**config.mk**
```make
export PLATFORM = sky130hd
export DESIGN_NAME = soft_bus_arbiter
export DESIGN_NICKNAME = d
export VERILOG_FILES = /design/src/rtl/soft_bus_pkg.sv /design/src/rtl/soft_bus_arbiter_rr_picker.sv /design/src/rtl/soft_bus_arbiter.sv
export SDC_FILE = /design/constraint.sdc
export NUM_CORES = 1
export LEC_CHECK = 0
export ABC_AREA = 0
export CORE_MARGIN = 8
export CORE_UTILIZATION = 41
export DETAILED_ROUTE_END_ITERATION = 10
export GPL_TIMING_DRIVEN = 0
export PLACE_DENSITY = 0.95
export SLEW_MARGIN = 10
export SYNTH_ARGS = -nofsm -noshare
export SYNTH_HDL_FRONTEND = slang
export SYNTH_SLANG_ARGS = --single-unit
```
**constraint.sdc**
```tcl
create_clock -name clock -period 3.2 [get_ports clock]
set_input_delay 0.48 -clock clock [delete_from_list [all_inputs] [get_ports clock]]
set_output_delay 0.48 -clock clock [all_outputs]
set_load 0.05 [all_outputs]
```
**src/rtl/soft_bus_pkg.sv**
```systemverilog
// rtl/soft_bus_pkg.sv - shared command encodings, FSM state codes and default widths for the bus arbiter
package soft_bus_pkg;

  localparam int NUM_MASTERS_DEF = 2;
  localparam int AW_DEF          = 32;
  localparam int DW_DEF          = 32;
  localparam int CW_DEF          = 4;
  localparam int TIMEOUT_DEF     = 64;

  localparam int CMD_IDLE  = 0;
  localparam int CMD_READ  = 1;
  localparam int CMD_WRITE = 2;

  typedef logic [1:0] arbState_t;
  localparam arbState_t ST_IDLE = 2'd0;
  localparam arbState_t ST_BUSY = 2'd1;
  localparam arbState_t ST_RESP = 2'd2;

  function automatic int ptrWidth(input int n);
    return (n > 1) ? $clog2(n) : 1;
  endfunction

endpackage

```
**src/rtl/soft_bus_arbiter_rr_picker.sv**
```systemverilog
// rtl/soft_bus_arbiter_rr_picker.sv - combinational round-robin picker (req vector, last grant -> next grant, valid)
module rr_picker
  import soft_bus_pkg::*;
#(
  parameter int N  = NUM_MASTERS_DEF,
  parameter int PW = ptrWidth(N)
) (
  input  logic [N-1:0]  req,
  input  logic [PW-1:0] ptr,
  output logic [PW-1:0] grant,
  output logic          valid
);

  int idx;

  // Scan from the farthest slot to the nearest so the last hit is the one closest after ptr.
  always_comb begin
    grant = '0;
    valid = 1'b0;
    idx   = 0;
    for (int off = N; off >= 1; off--) begin
      idx = int'(ptr) + off;
      if (idx >= N) idx = idx - N;
      if (req[PW'(idx)]) begin
        grant = PW'(idx);
        valid = 1'b1;
      end
    end
  end

endmodule

```
**src/rtl/soft_bus_arbiter.sv**
```systemverilog
// rtl/soft_bus_arbiter.sv - N-master to 1-slave round-robin command bus arbiter, one outstanding transaction
// Optional slave response timeout is enabled by defining SOFT_ARB_TIMEOUT_EN.
module soft_bus_arbiter
  import soft_bus_pkg::*;
#(
  parameter int NUM_MASTERS = NUM_MASTERS_DEF,
  parameter int AW          = AW_DEF,
  parameter int DW          = DW_DEF,
  parameter int CW          = CW_DEF,
  parameter int TIMEOUT     = TIMEOUT_DEF
) (
  input  logic                      clock,
  input  logic                      reset,
  input  logic [NUM_MASTERS*CW-1:0] mCommand,
  input  logic [NUM_MASTERS*AW-1:0] mAddress,
  input  logic [NUM_MASTERS*DW-1:0] mData,
  output logic [NUM_MASTERS-1:0]    mReady,
  output logic [NUM_MASTERS-1:0]    mSignal,
  output logic [DW-1:0]             mHData,
  output logic [CW-1:0]             sCommand,
  output logic [AW-1:0]             sAddress,
  output logic [DW-1:0]             sData,
  input  logic                      sReady,
  input  logic                      sSignal,
  input  logic [DW-1:0]             sHData
);

  localparam int PW = ptrWidth(NUM_MASTERS);

  if (NUM_MASTERS < 1 || TIMEOUT < 1) begin : gBadParams
    $error("soft_bus_arbiter: NUM_MASTERS and TIMEOUT must be >= 1");
  end

  arbState_t              state;
  logic [PW-1:0]          ptr;
  logic [PW-1:0]          gIdx;
  logic [PW-1:0]          pickIdx;
  logic                   pickValid;
  logic [NUM_MASTERS-1:0] reqVec;
  logic [NUM_MASTERS-1:0] gMask;
  logic [CW-1:0]          selCommand;
  logic [AW-1:0]          selAddress;
  logic [DW-1:0]          selData;
  logic [AW-1:0]          lAddress;
  logic [DW-1:0]          lData;

  for (genvar i = 0; i < NUM_MASTERS; i++) begin : gReq
    assign reqVec[i] = |mCommand[i*CW +: CW];
  end

  rr_picker #(
    .N  (NUM_MASTERS),
    .PW (PW)
  ) uPicker (
    .req   (reqVec),
    .ptr   (ptr),
    .grant (pickIdx),
    .valid (pickValid)
  );

  always_comb begin
    selCommand = mCommand[int'(pickIdx)*CW +: CW];
    selAddress = mAddress[int'(pickIdx)*AW +: AW];
    selData    = mData[int'(pickIdx)*DW +: DW];
    gMask      = NUM_MASTERS'(1) << gIdx;
  end

  assign sAddress = lAddress;
  assign sData    = lData;

`ifdef SOFT_ARB_TIMEOUT_EN
  localparam int TW = $clog2(TIMEOUT + 1);
  logic [TW-1:0] toCnt;
`endif

  always_ff @(posedge clock or negedge reset) begin
    if (!reset) begin
      state    <= ST_IDLE;
      ptr      <= PW'(NUM_MASTERS - 1);
      gIdx     <= '0;
      sCommand <= '0;
      lAddress <= '0;
      lData    <= '0;
      mReady   <= '0;
      mSignal  <= '0;
      mHData   <= '0;
`ifdef SOFT_ARB_TIMEOUT_EN
      toCnt    <= '0;
`endif
    end else begin
      case (state)
        ST_IDLE: begin
          if (pickValid) begin
            gIdx     <= pickIdx;
            ptr      <= pickIdx;
            sCommand <= selCommand;
            lAddress <= selAddress;
            lData    <= selData;
            state    <= ST_BUSY;
`ifdef SOFT_ARB_TIMEOUT_EN
            toCnt    <= '0;
`endif
          end
        end
        // Master inputs are deliberately not looked at here; the slave sees the latched request.
        ST_BUSY: begin
          if (sReady) begin
            sCommand <= '0;
            mReady   <= gMask;
            mSignal  <= sSignal ? gMask : '0;
            mHData   <= sHData;
            state    <= ST_RESP;
          end
`ifdef SOFT_ARB_TIMEOUT_EN
          else if (toCnt == TW'(TIMEOUT - 1)) begin
            sCommand <= '0;
            mReady   <= gMask;
            mSignal  <= gMask;
            mHData   <= '0;
            state    <= ST_RESP;
          end else begin
            toCnt <= toCnt + 1'b1;
          end
`endif
        end
        ST_RESP: begin
          mReady  <= '0;
          mSignal <= '0;
          state   <= ST_IDLE;
        end
        default: state <= ST_IDLE;
      endcase
    end
  end

endmodule

```
==> flow_summary_export.csv <==
group,metric,value,unit
detailed_routing,ant_nets,0,
floorplanning,initial_core_util,41.77,%
yosys,ys_async_sr_fraction,100.0,%
worst_setup_path,reg2regPathDepth,5,
finish,final_cell_mix,"clkdlybuf4s50_1 (274), o21ai_0 (123), dfrtp_1 (107), mux2i_1 (64), mux2_2 (32)",
power_and_ir_drop,power.density,1099,nW/µm²
grt,overflow,0,
yosys,ys_warn_count,0,
yosys,synth.avg_cell_area,11.90,µm²
worst_setup_path,worst-path-buf-inv,1,
finish,instances_no_fill,834,
grt,grt_antenna_before_repair,0,
sta,rsz0062_at_grt,"no",
grt,grtUsageTotal,22.47,%
finish,final_core_util,70.89,%
detailed_routing,drc_errors,0,
cts,clk_latency,0.34,ns
sta,tightest_slew,0.5851,ns
sta,layout_min_cycle_time,2.060,ns
worst_setup_path,r2r-end,"sAddress[22]",
worst_setup_path,worstPathCellList,"clkdlybuf4s50_1",
sta,hold_viol,0,
worst_setup_path,rrSetupSlack,1.26,ns
power_and_ir_drop,total_power,8.861,mW
worst_setup_path,end_kind,"primary output",
cts,path_clk_slew,0.07,ns
detailed_routing,totalWireLength,17.71,mm
detailed_routing,firstDrtPassIters,4,
placed_design,dpl-instance-area,7710,µm²
yosys,syn_inst,399,
floorplanning,rows,39,
sta,report.final.slew_viol_count,0,
finish,layout-drive-gt1-share,10.85,%
cts,cts_buffers,9,
sta,fin_crit_sh,64.38,%
cts,clkSinkCount,108,
grt,grt_pass1_wl,26.21,mm
yosys,syn-cell-area,4750,µm²
detailed_routing,viasPerCell,5.293,
sta,slew_headroom,60.69,%
yosys,synth-edff-count,0,
worst_setup_path,cpPeakStageDelay,0.86,ns
floorplanning,die_x,123.6,µm
cts,cts_resized,0,
detailed_routing,drtIter0Drc,174,
placed_design,place_congestion,0.8065,
cts,htreeDepth,3,
placed_design,placed_cells,818,
detailed_routing,wl_per_cell,21.23,µm
finish,finalNetCount,858,
worst_setup_path,cp-start-kind,"register",
yosys,synth-main-ff-cell,"dfrtp_1",
cts,cts_hold_buf,0,
floorplanning,fp.dieH,123.6,µm
power_and_ir_drop,p_leak,3.418,nW
cts,clock_path_buffers,2,
power_and_ir_drop,max-vdd-ir-drop,0.0007185,V
yosys,netlist-cell-type-count,30,
worst_setup_path,crit_slowest_cell,"clkdlybuf4s50_1",
cts,cts_tree,"yes",
floorplanning,io_pins,276,
yosys,yosysSeqAreaShare,56.93,%
finish,area_delta_synth_final,69.70,%
grt,grt_max_degree,56,
cts,post-cts-setup-buffer-count,0,
worst_setup_path,arrival,1.58,ns
worst_setup_path,worstPathRequired,2.72,ns
yosys,synth-seq-cells,108,
finish,final_common_cell,"clkdlybuf4s50_1",
worst_setup_path,r2r-start,"ptr",
finish,design_area,8060,µm²
detailed_routing,vias,4414,
yosys,syn_nets,571,
worst_setup_path,crit_family,"buffers and inverters",
placed_design,dp_hpwl,14.17,mm
grt,grt_pass1_vias,4817,
sta,fmax,485.4,MHz
worst_setup_path,crit_fanout,3,
sta,setup-tns-final,0,ns
worst_hold_path,hold_class,"input port to asynchronous set/reset pin",
cts,cts-root-buf,"clkbuf_16",
finish,antennaDiodeCount,0,
job,max-cap-violations,0,
floorplanning,core-area,11370,µm²
worst_setup_path,path_class,"register to primary output",
sta,finalSetupViolations,0,
placed_design,io_buffers,275,
status,status,"finished clean",
floorplanning,die_area,15280,µm²
sta,finClkSkew,0.009905,ns
==> Yosys cell counts (all sizes together), types with 2 or more instances <==
library cell	number	share of area (%)
o21ai	128	13
mux2i	64	13
and3	4	0.53
dfrtp	107	56
clkbuf	14	1.1
mux2	32	7.6
nand2	2	0.21
buf	21	2.6
nand3	2	0.21
a21oi	2	0.21
a221o	4	0.84
a22o	5	0.92
==> flip-flops by register name (all words and copies together) (netlist names) <==
| register | count |
|---|---|
| sCommand | 4 |
| sData | 32 |
| mSignal | 2 |
| gIdx | 1 |
| sAddress | 32 |
| ptr | 1 |
| state | 2 |
| mHData | 32 |
| mReady | 2 |
==> layer usage <==
layer  share of wire [%]  GRT usage [%]  vias up
met1                  35          23.50     2175
met3                 8.2          5.712       32
li1                    -              -     2030
met5                   0              0        -
met4                 2.9          9.556        0
met2                  53          41.75      177
==> area by class of cell <==
type                            count  area (µm²)
Multi-Input combinational cell    255        1868
Sequential cell                   108        2704
Clock inverter                      6       111.4
Inverter                            1       3.754
Timing Repair Buffer              276        2781
Tap cell                          143       178.9
Fill cell                         836        3309
Clock buffer                       10       239.0
Buffer                             35       173.9
==> cell families after synthesis <==
logic type,Yosys count,synth area share (%)
AOI/OAI and AO/OA,142,15.99
xor gates and xnor gates,1,0.1844
buffers and inverters,36,3.741
DFF,108,56.93
muxes,96,21.07
and+or+nand+nor,16,2.081
==> power by group <==
group	switching, mW	internal [mW]
clock network	0.498	0.787
registers	0.339	2.00
logic	3.40	1.84
==> per-stage QoR <==
stage	hold WS [ns]	worst slack, ns
floorplan	0.1844	1.626
global placement	0.4886	-2.175
finish	0.08402	1.140
detailed placement	0.4633	0.7124
CTS	0.09602	1.098
global route	0.1315	0.9705
==> worst max path at each step <==
stage | startpoint | endpoint | slack [ns] | depth (start not counted)
final | mSignal[0] | mSignal[0] | 1.14 | 1
after global placement | reset | sAddress[15] | -2.17 | 1
after CTS | mCommand[2] | sAddress[15] | 1.10 | 6
after global routing | mCommand[2] | sAddress[18] | 0.97 | 6
after detailed placement | mCommand[2] | sAddress[16] | 0.71 | 6
after floorplan | mCommand[2] | sAddress[12] | 1.63 | 5
Note: power is estimated with default switching activity, not from simulation.
==> variant 1: new RTL, same settings <==
Change the package constant `CW_DEF` from 4 to 5.
--- a/src/rtl/soft_bus_pkg.sv
+++ b/src/rtl/soft_bus_pkg.sv
@@ -5,5 +5,5 @@
   localparam int AW_DEF          = 32;
   localparam int DW_DEF          = 32;
-  localparam int CW_DEF          = 4;
+  localparam int CW_DEF          = 5;
   localparam int TIMEOUT_DEF     = 64;
 
Interface: changed (resized mCommand and sCommand); port bits go from 276 to 279. No check against the original RTL was run, so the function may have changed too.
==> variant 1 against the original RTL <==
  * Sequential cell count increased by 1
  * Worst setup slack worse by 0.015 ns
  * Hold slack worse by 0.014 ns
  * Count of clock-buffer cells in the layout up 1
  * Non-clock buffer count decreased by 12
  * Power increased by 2.9%
  * Final area is 5.8% higher
  * Via count decreased by 11%
  * Area after synthesis up 9.0%
  * Wire length down 7.4%
  * Clock skew shrank 0.0057 ns
  * Critical endpoint is now sCommand[4]
==> variant 1: results (changes against the original RTL) <==
* Outcome: completed
* Sequential area share after synthesis at 0.527 (-0.0422)
* Crit path DAT at 1.60 ns (+0.02 ns)
* CTS root buf: clkbuf_16
* Global-route wire length before repair at 25100 um (-4.1%)
* Final net count at 802 (-6.5%)
* Via count at 3945 (-11%)
* Setup slack, reg-to-reg at 1.17 ns (-0.09 ns)
* Top post-synthesis cells by count: 127 x mux2_2, 108 x dfrtp_1, 38 x mux2_4, 9 x buf_2, 7 x inv_1
* Crit-path max cell delay at 0.88 ns (+0.02 ns)
* CTS Buf Count at 9 (unchanged)
* Pleak at 3.51 nW (+2.7%)
* Synth Area in XOR/XNOR at 0.00169 (-0.000152)
* Worst vdd ir at 0.536 mV (-25%)
* CP startpoint: sCommand[4]
* Clock Path Buffers at 2 (unchanged)
* Vias in the first global route at 4543 (-5.7%)
* H-tree depth at 3 (unchanged)
* Postcts setup bufs at 0 (unchanged)
* Detailed Route Iter0 Violations at 159 (-8.6%)
* Largest cells by area after synthesis: dfrtp_1 52%, mux2_2 28%, mux2_4 11%
* DP HPWL at 13400 um (-5.3%)
* Post-synthesis mux area share at 0.388 (+0.178)
* Fin Clk Skew at 0.00423 ns (-0.00567 ns)
* Routed length per placed instance at 20.4 um (-4.0%)
* Placer Congestion at 0.872 (+8.1%)
* Main synth FF type: dfrtp_1
* Ant diodes at 0 (unchanged)
* Slew margin rel. at 0.606 (-0.00118)
* Total GRT Usage at 0.196 (-0.0284)
* Crit-path slowest cell: clkdlybuf4s50_1
* Top-count cell post-synth: mux2_2
* Total iterations of the first detailed-routing run at 4 (unchanged)
* Synth Area in Adders at 0 (unchanged)
* Initial antenna violation count at 0 (unchanged)
* Clock transition at the registers of the reported paths at 0.07 ns (about the same)
* Clock latency on the worst-skew pair at 0.34 ns (about the same)
* Yosys cell types at 27 (-10%)
* Net Count, Synth at 512 (-10%)
* Fraction of registers with async set/reset at 1.00 (unchanged)
* Compound-Gate Fraction of Synth Area at 0.0391 (-0.121)
* Largest net degree at the start of global routing at 59 (+5.4%)
* Layout cells sized above 1 at 0.318 (+0.209)
* CP max FO at 3 (unchanged)
* Reg-to-reg startpoint: ptr
* Port Buffer Count at 278 (+1.1%)
* Delay-heaviest family, CP: buffers and inverters
* Setup tns final at 0 ns (unchanged)
* Synth warn at 0 (unchanged)
* Hold crit path type: primary input to asynchronous set/reset pin
* Post-CTS resize count at 0 (unchanged)
## variant 1: changes by cell type in the layout (fill, tap and decap cells not counted), moves of 6 or more
| cell | delta |
|---|---|
| mux2_2 | +95 |
| buf_2 | -7 |
| mux2_4 | +38 |
| inv_1 | +6 |
| mux2i_1 | -63 |
| o21ai_0 | -118 |
| clkbuf_1 | -7 |
## variant 1: logic make-up after synthesis
| kind of cell | after synthesis |
|---|---|
| mux | 166 |
| flops | 109 |
| simple gates | 9 |
| xor+xnor | 1 |
| buf+inv | 27 |
| compound gates | 26 |
## variant 1: layer usage
layer,routed length (um),GRT usage,up-vias
met5,0,0,-
met4,491,0.0741,0
met3,1590,0.0712,34
met2,8460,0.354,183
met1,5860,0.204,1923
li1,-,-,1805
## variant 1: cell type report
cell class / count / area, sq um
fill: 882 / 3940
timing repair buffer: 279 / 2810
sequential: 109 / 2730
multi-input combinational: 202 / 2280
clock buffer: 11 / 243
tap: 172 / 215
buffer: 20 / 139
clock inverter: 5 / 83.8
inverter: 7 / 26.3
## variant 1: final timing paths
| kind | endpoint | cells past startpoint |
|---|---|---|
| max in group asynchronous | ptr | 2 |
| max reg2reg | sAddress[11] | 4 |
| max | sCommand[4] | 1 |
| min reg2reg | mHData[12] | 1 |
| min | sData[25] | 1 |
| min in group clock | mHData[12] | 1 |
## variant 1: report_power, final
part	internal, W	total, W	switching, W	leakage [nW]
sequential	0.00201	0.00237	0.000367	1.28
combinational	0.00229	0.00554	0.00325	2.07
clock	0.000709	0.00120	0.000494	0.152
total	0.00501	0.00912	0.00412	3.51
## variant 1: per-stage QoR
stage | instances | instance area [sq um] | worst slack, ns | hold WS (ns)
floorplan | 338 | 5180 | 1.49 | 0.184
global placement | 788 | 8180 | -2.29 | 0.487
detailed placement | 789 | 8200 | 1.06 | 0.460
CTS | 805 | 8530 | 1.10 | 0.0848
global route | 805 | 8530 | 1.08 | 0.110
finish | 805 | 8530 | 1.12 | 0.0700
==> variant 2: new RTL, config.mk and constraints unchanged <==
Made on the original files. Make the reset (`reset`) synchronous in one clocked block.
--- a/src/rtl/soft_bus_arbiter.sv
+++ b/src/rtl/soft_bus_arbiter.sv
@@ -74,5 +74,5 @@
 `endif
 
-  always_ff @(posedge clock or negedge reset) begin
+  always_ff @(posedge clock) begin
     if (!reset) begin
       state    <= ST_IDLE;
Behaviour: differs if reset is asserted again (counterexample within 4 cycles, from zero or initial values and one cycle with reset low); with reset held inactive, the same outputs for 10 cycles.
==> variant 2 against the original RTL <==
  * Register-to-register slack gained 0.05 ns
  * Global-route usage increased by 0.48 points
  * Wire length grew 11%
  * Sequential cell count unchanged
  * Die area grew 6.3%
  * Worst setup slack got worse by 0.23 ns
  * Final area up 3.4%
  * Area after synthesis rose by 7.3%
  * Critical endpoint is now sCommand[2]
Power is not compared: it rests on default switching activity, and its combinational part moved more than twofold at a synthesized area within 25%.
==> variant 2: results (changes against the original RTL) <==
* Outcome: completed
* Fraction of registers with async set/reset at 0 (-1.00)
* Net Count, Synth at 685 (+20%)
* Vias in the first global route at 5466 (+13%)
* Min Hold Slack at 0.460 ns (+0.376 ns)
* Via/cell ratio at 5.54 (+4.7%)
* Largest cells by area after synthesis: dfxtp_1 42%, a21boi_0 14%, o221a_2 12%
* CLK BUF at 12 (+2)
* CTS root buf: clkbuf_16
* Synth warn at 0 (unchanged)
* Hold crit path type: flop to flop
* Finished Cell Area at 0.00833 sq mm (+3.4%)
* NonClk Buf Share at 0.366 (-0.000796)
* Detailed Route Iter0 Violations at 360 (+110%)
* Sequential area share after synthesis at 0.424 (-0.145)
* Port Buffer Count at 274 (-0.36%)
* Global-route wire length before repair at 29600 um (+13%)
* Filler cells at 921 (+10%)
* Register area at 0.00216 sq mm (-20%)
* Slew margin rel. at 0.572 (-0.0348)
* Area after DPL at 0.00805 sq mm (+4.4%)
* Initial antenna violation count at 0 (unchanged)
* Setup ws final at 0.905 ns (-0.234 ns)
* Total iterations of the first detailed-routing run at 5 (+1)
* Setup slack, reg-to-reg at 1.31 ns (+0.05 ns)
* ClkCell Share at 0.0344 (-0.00909)
* Placer Congestion at 0.807 (about the same)
* Fin Clk Skew at 0.00496 ns (-0.00495 ns)
* Main synth FF type: dfxtp_1
* CP max FO at 10 (+7)
* Total GRT Usage at 0.230 (+0.00481)
* Clock Path Buffers at 2 (unchanged)
* Multi-input combinational area share at 0.315 (+0.0829)
* Yosys cell types at 35 (+17%)
* Final WL at 19700 um (+11%)
* Ant diodes at 0 (unchanged)
* Non-CTS buffers at 339 (+9.0%)
* Largest net degree at the start of global routing at 17 (-70%)
* Synth Register Bits at 108 (unchanged)
* DP HPWL at 15300 um (+7.9%)
* Place WS at 0.564 ns (-0.148 ns)
* Crit path DAT at 2.56 ns (+0.98 ns)
* Final net count at 970 (+13%)
* Multi-In Gates at 339 (+33%)
* Tap Count at 168 (+17%)
* Layout cells sized above 1 at 0.122 (+0.0135)
* H-tree depth at 3 (unchanged)
* Top post-synthesis cells by count: 108 x dfxtp_1, 98 x a21boi_0, 68 x nand2_1, 64 x a211o_1, 54 x o221a_2
==> variant 2: cell count changes after synthesis, moves of 10 or more <==
cell / delta
o21ai_0: -118
a211o_1: +64
a21boi_0: +98
dfxtp_1: +108
nand2_1: +67
mux2i_1: -64
o221a_2: +54
dfrtp_1: -107
clkbuf_1: +30
mux2_2: -31
o221a_1: +10
==> variant 2: metal layers <==
layer / track usage / up-vias / part of all wire
met3: 0.0624 / 43 / 0.094
met1: 0.265 / 2546 / 0.40
met4: 0.108 / 0 / 0.035
li1: - / 2533 / -
met2: 0.387 / 260 / 0.47
met5: 0 / - / 0
==> variant 2: worst max-delay path, stage by stage <==
cell	delay, ns
clkdlybuf4s50_1	0.48
nor4_4	0.64
buf_2	0.38
buf_2	0.27
o211ai_1	0.10
a21boi_0	0.21
==> variant 2: report_power, final <==
group / switching, W / total (W) / internal, W / leakage [nW]
Clock: 0.000494 / 0.00110 / 0.000607 / 0.133
Sequential: 0.0000782 / 0.00156 / 0.00149 / 0.892
Combinational: 0.000908 / 0.00159 / 0.000679 / 2.22
==> variant 2: cells by family (layout without fill, tap and decap cells) <==
kind of cell    count (synthesis)  in the layout  synth area share
mux                             1              1           0.00221
simple gates                   90             90            0.0828
compound gates                248            248             0.430
buf+inv                        66            356            0.0609
flops                         108            108             0.424
==> variant 2: metrics by stage <==
stage	instances	total power, W
4_1_cts	971	0.00427
3_3_place_gp	955	0.00315
3_5_place_dp	955	0.00318
5_1_grt	971	0.00441
2_1_floorplan	513	0.00254
6_report	971	0.00425
==> variant 2: path summary, 6_finish.rpt <==
path / depth (start not counted) / endpoint / from
worst min-delay path: 2 / mHData[31] / mHData[31]
worst max register to register: 7 / sData[28] / state[0]
worst max-delay path: 6 / sCommand[2] / mCommand[2]
worst min register to register: 2 / mHData[31] / mHData[31]
